--- config.mk ---
export PLATFORM = sky130hd
export DESIGN_NAME = imem_loader_flat
export DESIGN_NICKNAME = d
export VERILOG_FILES = /design/src/rtl/imem_loader_if.sv /design/src/rtl/imem_loader.sv /design/src/flat_wrapper.sv
export SDC_FILE = /design/constraint.sdc
export NUM_CORES = 2
export LEC_CHECK = 0
export CAP_MARGIN = 15
export CORE_MARGIN = 2
export CORE_UTILIZATION = 49
export CTS_BUF_LIST = sky130_fd_sc_hd__clkbuf_2 sky130_fd_sc_hd__clkbuf_4 sky130_fd_sc_hd__clkbuf_8
export CTS_CLUSTER_SIZE = 14
export DETAILED_ROUTE_END_ITERATION = 12
export SKIP_LAST_GASP = 1
export SLEW_MARGIN = 10
export SYNTH_ARGS = -nofsm -noshare
export SYNTH_HDL_FRONTEND = slang
export SYNTH_SLANG_ARGS = --single-unit
--- constraint.sdc ---
create_clock -name clock -period 5.3 [get_ports clock]
set_input_delay 1.06 -clock clock [delete_from_list [all_inputs] [get_ports clock]]
set_output_delay 1.06 -clock clock [all_outputs]
set_load 0.005 [all_outputs]
--- src/rtl/imem_loader_if.sv ---
// imem_loader_if: byte-serial host load channel (valid/ready handshake plus last-byte marker)
//   ld_valid - host byte valid      ld_ready - loader can accept a byte
//   ld_byte  - host byte            ld_last  - final byte of the program
interface imem_loader_if;
  logic       ld_valid;
  logic       ld_ready;
  logic [7:0] ld_byte;
  logic       ld_last;
  modport master (output ld_valid, ld_byte, ld_last, input ld_ready);
  modport slave (input ld_valid, ld_byte, ld_last, output ld_ready);
endinterface

--- src/rtl/imem_loader.sv ---
// imem_loader: instruction memory loaded high-byte-first over a byte channel, holding the CPU in reset until loaded
//   clock, reset (async, active-low) | ld: host load channel (slave) | reload: restart loading from RUN
//   imemaddr/imemrdata: combinational CPU fetch port | cpu_reset, loaded, word_count: status
module imem_loader #(
  parameter int DEPTH_LOG2 = 7
) (
  input  logic                  clock,
  input  logic                  reset,
  imem_loader_if.slave          ld,
  input  logic                  reload,
  input  logic [15:0]           imemaddr,
  output logic [15:0]           imemrdata,
  output logic                  cpu_reset,
  output logic                  loaded,
  output logic [DEPTH_LOG2:0]   word_count
);
  typedef enum logic [1:0] {LOAD_HI, LOAD_LO, RUN} state_t;
  state_t                  state, state_n;
  logic [DEPTH_LOG2-1:0]   ptr, idx;
  logic [7:0]              hold;
  logic [15:0]             mem [0:(1<<DEPTH_LOG2)-1];
  logic                    ready, beat, wr, unused_addr_lsb;
  assign ld.ld_ready = ready;
  assign beat = ld.ld_valid && ready;
  // a word lands on every low-byte beat, and on a high-byte beat that ends the program
  assign wr = beat && (state == LOAD_LO || ld.ld_last);
  always_comb begin
    state_n = state;
    if (state == RUN)
      state_n = reload ? LOAD_HI : RUN;
    else if (beat)
      state_n = (state == LOAD_HI) ? (ld.ld_last ? RUN : LOAD_LO)
                                   : ((ld.ld_last || &ptr) ? RUN : LOAD_HI);
  end
  // status outputs are registered decodes of the next state so they move with the state
  always_ff @(posedge clock or negedge reset) begin
    if (!reset) begin
      state      <= LOAD_HI;
      ptr        <= '0;
      word_count <= '0;
      hold       <= '0;
      ready      <= 1'b1;
      cpu_reset  <= 1'b1;
      loaded     <= 1'b0;
    end else begin
      state     <= state_n;
      ready     <= state_n != RUN;
      cpu_reset <= state_n != RUN;
      loaded    <= state_n == RUN;
      if (beat && state == LOAD_HI) hold <= ld.ld_byte;
      if (state == RUN && reload) begin
        ptr        <= '0;
        word_count <= '0;
      end else if (wr) begin
        ptr        <= ptr + 1'b1;
        word_count <= word_count + 1'b1;
      end
    end
  end
  always_ff @(posedge clock)
    if (wr) mem[ptr] <= (state == LOAD_HI) ? {ld.ld_byte, 8'h00} : {hold, ld.ld_byte};
  // words beyond the current load stay hidden, so stale contents never reach the CPU
  assign idx = imemaddr[DEPTH_LOG2:1];
  assign unused_addr_lsb = imemaddr[0];
  assign imemrdata = (imemaddr[15:DEPTH_LOG2+1] == '0 && {1'b0, idx} < word_count) ? mem[idx] : 16'h0000;
endmodule

--- src/flat_wrapper.sv ---
// flat-port wrapper written by rule: the top's interface ports become plain ports
module imem_loader_flat 
#(
  parameter int DEPTH_LOG2 = 7
)
  (clock, reset, reload, imemaddr, imemrdata, cpu_reset, loaded, word_count, ld_ld_valid, ld_ld_byte, ld_ld_last, ld_ld_ready);
  imem_loader_if ld_i ();
  input  logic clock;
  input  logic reset;
  input  logic reload;
  input  logic [15:0] imemaddr;
  output logic [15:0] imemrdata;
  output logic cpu_reset;
  output logic loaded;
  output logic [DEPTH_LOG2:0] word_count;
  input wire logic [$bits(ld_i.ld_valid)-1:0] ld_ld_valid;
  input wire logic [$bits(ld_i.ld_byte)-1:0] ld_ld_byte;
  input wire logic [$bits(ld_i.ld_last)-1:0] ld_ld_last;
  output wire logic [$bits(ld_i.ld_ready)-1:0] ld_ld_ready;
  assign ld_i.ld_valid = ld_ld_valid;
  assign ld_i.ld_byte = ld_ld_byte;
  assign ld_i.ld_last = ld_ld_last;
  assign ld_ld_ready = ld_i.ld_ready;
  imem_loader #(.DEPTH_LOG2(DEPTH_LOG2)) u_core (.clock(clock), .reset(reset), .ld(ld_i), .reload(reload), .imemaddr(imemaddr), .imemrdata(imemrdata), .cpu_reset(cpu_reset), .loaded(loaded), .word_count(word_count));
endmodule
# Word-level counts from Yosys, hierarchy flattened
# Memories as Yosys holds them, arrays and structs flattened.
# Index checks and enable logic that the tools add are counted.
# Widths: inputs -> output; s select.
word_totals:
  romBits: 0
  latch_bits: 0
  word_cells: 39
  ram_bits: 2048
  regBits: 27
  output_inout_bits: 27
  mem_count: 1
memory_table:
  columns: ["memory", "depth", "word_bits", "rd", "rd_ports_with_merged_regs", "write_ports", "line_no", "rtl"]
  rows:
  - ["u_core.mem", 128, 16, 1, 0, 1, "imem_loader.sv:21", "logic [15:0] mem [0:(1<<DEPTH_LOG2)-1];"]
classes:
  n_reduce_logical: 11
  n_bitwise: 0
  n_lt_le_gt_ge: 1
  div: 0
  n_addsub: 2
  shifts: 0
  eq_ne: 4
  multipliers: 0
  mux: 14
op_table:
  columns: ["cell", "n"]
  rows:
  - ["$mux 16", 2]
  - ["$mux 8", 2]
  - ["$mux 7", 2]
  - ["$mux 2", 6]
  - ["$add 8x1->8 const B", 1]
  - ["$logic_not 8->1", 1]
  - ["$lt 7x8->1", 1]
  - ["$add 7x1->7 const B", 1]
  - ["$reduce_and 7->1", 1]
  - ["$logic_and 1x1->1", 5]
  - ["$eq 2x2->1 const B", 2]
  - ["$eq 2x1->1 const B", 1]
  - ["$logic_not 2->1", 1]
  - ["$logic_or 1x1->1", 2]
  - ["$mux 1", 2]
  - ["$ne 2x2->1 const B", 1]
  - ["$reduce_bool 2->1", 1]

# Longest topological paths before layout
depth:
  word_depth: 7
  ltp_mapped: 12

# Least setup slack after synthesis
# OpenSTA, ideal clock, no wires.
synth_timing:
  kind: "input-to-reg"
  startpoint: "in ld_ld_byte[0]"
  endpoint: "mem u_core.mem[0][0], data pin"
  cell_stages: 1
  t_arrival_ns: 4.173
  n_path_buf: 0
  setup_time_ns: 0.825
  setup_slack_ns: 0.302
  cell_sequence: "nor2b_1"
synth_via:
  elab_chain_len: 1
synth_lines:
  columns: ["item", "line_no", "rtl"]
  rows:
  - ["start, declared", "flat_wrapper.sv:17", "input wire logic [$bits(ld_i.ld_byte)-1:0] ld_ld_byte;"]
  - ["$mux 16", "imem_loader.sv:61", "if (wr) mem[ptr] <= (state == LOAD_HI) ? {ld.ld_byte, 8'h00} : {hold, ld.ld_byte};"]
  - ["end, declared", "imem_loader.sv:21", null]
# No other way between the ends.

# Worst setup path in the final report
layout_timing:
  startpoint: "in imemaddr[2]"
  endpoint: "out imemrdata[1]"
layout_via:
  elab_chain_len: 3
layout_lines:
  columns: ["item", "line_no", "rtl"]
  rows:
  - ["start, declared", "flat_wrapper.sv:11", "input logic [15:0] imemaddr;"]
  - ["branches (longest 2 deep; another with $mem_v2 128x16)", null, null]
  - ["$mux 16 (*)", "imem_loader.sv:65", "assign imemrdata = (imemaddr[15:DEPTH_LOG2+1] == '0 && {1'b0, idx} < word_count) ? mem[idx] : 16'h0000;"]
  - ["end, declared", "flat_wrapper.sv:12", "output logic [15:0] imemrdata;"]
# Mark *: on every way between the ends.

==> impl_metrics.csv <==
group,metric,value,unit
timing,fin_crit_sh,101,%
global_routing,grt_max_degree,129,
die,rows,150,
worst_setup_path,cp-endpoint,"imemrdata[1]",
clocking,cts_made_buffers,350,
global_routing,top_usage_layer,"met2",
power_and_ir_drop,power.density,413,nW/um2
logic_synthesis,synth_edf_count,2048,
power_and_ir_drop,intPower,28.9,mW
logic_synthesis,yosysTopAreaCellShare,75.1,%
timing,fmax,188,MHz
die,core,167000,um2
logic_synthesis,synth.most_common_cell,"edfxtp_1",
worst_setup_path,crit_arrival,4.27,ns
global_routing,overflow,0,
logic_synthesis,synth-seq-area-share,75.9,%
power_and_ir_drop,seq_power_share,52.7,%
timing,slew_violations,0,
logic_synthesis,synth_warnings,0,
timing,finalSetupTns,-0.0275,ns
detailed_routing,drtIter0Drc,5547,
min_path,holdCritPathClass,"in2async",
clocking,cts_root_buf,"clkbuf_8",
worst_setup_path,path_cells,"buf_8 > and2_4 > buf_4 > buf_12 > buf_4 > a221oi_1 > o21ai_0 > a211o_1 > o2111ai_4 > clkdlybuf4s50_1",
worst_setup_path,r2r_start,"u_core.cpu_reset$_DFF_PN1_",
detailed_routing,drc_errors,0,
logic_synthesis,netlist_area,81900,um2
clocking,clkTransAtPathRegs,0.06,ns
timing,finalClockSkew,0.0675,ns
timing,hold_viol,0,
placement,port_buffers,54,
die,start_util,49.1,%
timing,fin_crit,5.33,ns
worst_setup_path,rrSetupSlack,2.18,ns
clocking,htree_levels,5,
status,outcome,"finished with violations",
global_routing,grt_pass1_vias,43000,
cells_and_area,area_growth,15.9,%
detailed_routing,viasPerCell,6.23,
global_routing,use_met1,40.1,%
cells_and_area,final_nets,4669,
timing,rsz0062_at_grt,"false",
logic_synthesis,syn-num-nets,3955,
global_routing,antenna_found_initial,5,
power_and_ir_drop,clkPwrFrac,33.8,%
logic_synthesis,yosys.area.top_type,"edfxtp_1",
detailed_routing,wire_per_inst,33.2,um
logic_synthesis,synth.avg_cell_area,20.9,um2
cells_and_area,num-fill-cells,12600,
clocking,clock_sinks,2075,
logic_synthesis,ys_ff_latch,2075,
clocking,hold_buffers,0,
placement,place_area,88200,um2
logic_synthesis,netlist-cell-type-count,74,
power_and_ir_drop,pwr-share-comb,13.5,%
worst_setup_path,cp_data_required_time,4.24,ns
detailed_routing,vias,44100,
worst_setup_path,crit_type,"in2out",
power_and_ir_drop,switching_share,26.4,%
cells_and_area,register_area,62200,um2
worst_setup_path,crit_fanout,16,
worst_setup_path,worst_path_max_delay_cell,"o21ai_0",
die,ios,56,
clocking,clock_latency,1.04,ns
global_routing,grt_usage,27.7,%
timing,finalSetupViolCount,1,
cells_and_area,fin_util,57.0,%
cells_and_area,multi_input_area,18100,um2
global_routing,use_met2,42.2,%
worst_setup_path,cpMostUsedCell,"buf_4",
job,drv_cap,0,
die,dieWidth,413,um
logic_synthesis,synth_common_cells,"2048 x edfxtp_1, 280 x mux4_2, 258 x mux2i_1",
worst_setup_path,rr_worst_depth,6,
timing,whs,0.413,ns
clocking,cts_tree,"done",
die,fp.dieH,413,um
logic_synthesis,synthCells,3918,
status,violations,"setup timing",
cells_and_area,fin_area,94900,um2
placement,dpl.hpwl,148,mm
power_and_ir_drop,peakVddDrop,375,uV
placement,place_congestion,0.916,
timing,tightest_slew,1.19,ns
logic_synthesis,synthTopCellsByArea,"edfxtp_1 75%, mux4_2 7.7%, mux4_1 3.4%",
logic_synthesis,async_reset_ff_share,1.30,%
clocking,cts_buffer_depth,4,
power_and_ir_drop,p_switching,10.4,mW
worst_setup_path,reg2reg_to,"u_core.mem[106][1]$_DFFE_PP_",
worst_setup_path,critPathMaxStageDelay,0.64,ns
detailed_routing,antenna_left,0,
global_routing,grt_util_met3,6.12,%
detailed_routing,postRouteWirelength,235,mm
timing,fin_ws,-0.0275,ns
power_and_ir_drop,cellLeakagePower,31.8,nW
global_routing,grt_pass1_wl,328,mm
worst_setup_path,start_kind,"input pin",
cells_and_area,drive_gt1_share,30.2,%
die,die_area,170000,um2
detailed_routing,dr.pass1.iters,7,
worst_setup_path,startpoint,"imemaddr[2]",
logic_synthesis,ys.flop_type,"edfxtp_1",
worst_setup_path,end_kind,"output pin",
timing,relSlewSlack,20.7,%
worst min-delay path by stage:
stage / start / to / cells past startpoint
after floorplan: u_core.hold[7]$_DFFE_PN0P_ / u_core.hold[7]$_DFFE_PN0P_ / 1
after CTS: reset / u_core.state[0]$_DFF_PN0_ / 2
after detailed placement: u_core.hold[7]$_DFFE_PN0P_ / u_core.hold[7]$_DFFE_PN0P_ / 1
after global placement: u_core.hold[2]$_DFFE_PN0P_ / u_core.hold[2]$_DFFE_PN0P_ / 1
after global routing: reset / u_core.word_count[7]$_DFFE_PN0P_ / 2
final: reset / u_core.ptr[5]$_DFFE_PN0P_ / 2
registers in the layout (all words and copies together) (netlist names):
signal / count
u_core.word_count: 8
u_core.state: 2
u_core.loaded: 1
u_core.cpu_reset: 1
u_core.hold: 8
u_core.ptr: 7
u_core.mem: 2048
metrics by stage:
| step | worst slack [ns] | power (mW) | instances |
|---|---|---|---|
| final | -0.0275 | 39.2 | 7070 |
| after global routing | 0.00725 | 40.5 | 7068 |
| after CTS | -0.109 | 39.4 | 7065 |
| after detailed placement | -0.845 | 26.2 | 6480 |
| after global placement | -0.895 | 26.0 | 6480 |
| after floorplan | 0.302 | 23.5 | 3918 |
power groups by stage:
stage	Combinational (mW)	Clock [mW]	Sequential, mW
5_1_grt	5.56	14.2	20.7
3_3_place_gp	5.04	0	21.0
4_1_cts	5.26	13.5	20.7
2_1_floorplan	2.39	0	21.1
6_report	5.28	13.3	20.7
3_5_place_dp	5.23	0	21.0
cell type report:
cell class	instances	area share (%)
Tap cell	2204	2.91
Timing Repair Buffer	583	5.74
Sequential cell	2075	65.5
Clock buffer	459	5.98
Clock inverter	124	0.671
Antenna cell	3	0.00791
Multi-Input combinational cell	1604	19.1
Inverter	18	0.0765
timing repair:
action | in CTS | in global routing
buffers inserted | 4 | 2
gates resized for setup | 56 | 15
setup endpoints to repair | 15 | 11
pin swaps | 6 | 4
layer usage:
| metal | wire length (um) | part of all wire (%) | up-vias |
|---|---|---|---|
| met5 | 70 | 0.030 | - |
| met4 | 6850 | 2.9 | 6 |
| met3 | 23500 | 10 | 396 |
| met2 | 108000 | 46 | 2415 |
| met1 | 96000 | 41 | 23300 |
| li1 | - | - | 18000 |
worst max-delay path, delay by kind of cell:
kind / cells / cell delay, ns
AOI/OAI and AO/OA: 4 / 1.23
buffers and inverters: 5 / 1.38
and+or+nand+nor: 1 / 0.52
cell families (layout without fill, tap and decap cells):
logic type | count (synthesis) | count (layout) | synth area share, %
flops | 2075 | 2075 | 75.9
mux | 685 | 685 | 14.8
compound gates | 479 | 479 | 4.20
simple gates | 421 | 421 | 2.29
buf+inv | 239 | 1184 | 2.56
xor+xnor | 11 | 11 | 0.118
fa+ha+maj | 8 | 8 | 0.122
other cells | 0 | 3 | 0
cell usage in the layout (no fill, tap or decap), drive strengths merged, types with 5 or more instances in the layout:
master         instances
edfxtp              2048
buf                  534
clkbuf               460
mux4                 385
mux2i                258
nor2                 205
clkinv               117
a221oi                92
o21ai                 86
nand2                 77
a21oi                 70
a22oi                 57
mux2                  42
clkdlybuf4s50         40
nand3                 36
o22ai                 36
nor3                  30
dfrtp                 26
a221o                 21
nor2b                 20
inv                   18
a31oi                 16
nand2b                15
o31ai                 14
a22o                  11
a211oi                11
o211ai                 9
nand4                  8
xnor2                  8
ha                     8
a211o                  7
nor4                   6
o21a                   6
and3                   6
dlygate4sd2            6
o2111ai                5
o311ai                 5
No activity file was read; power rests on OpenSTA's default activity.
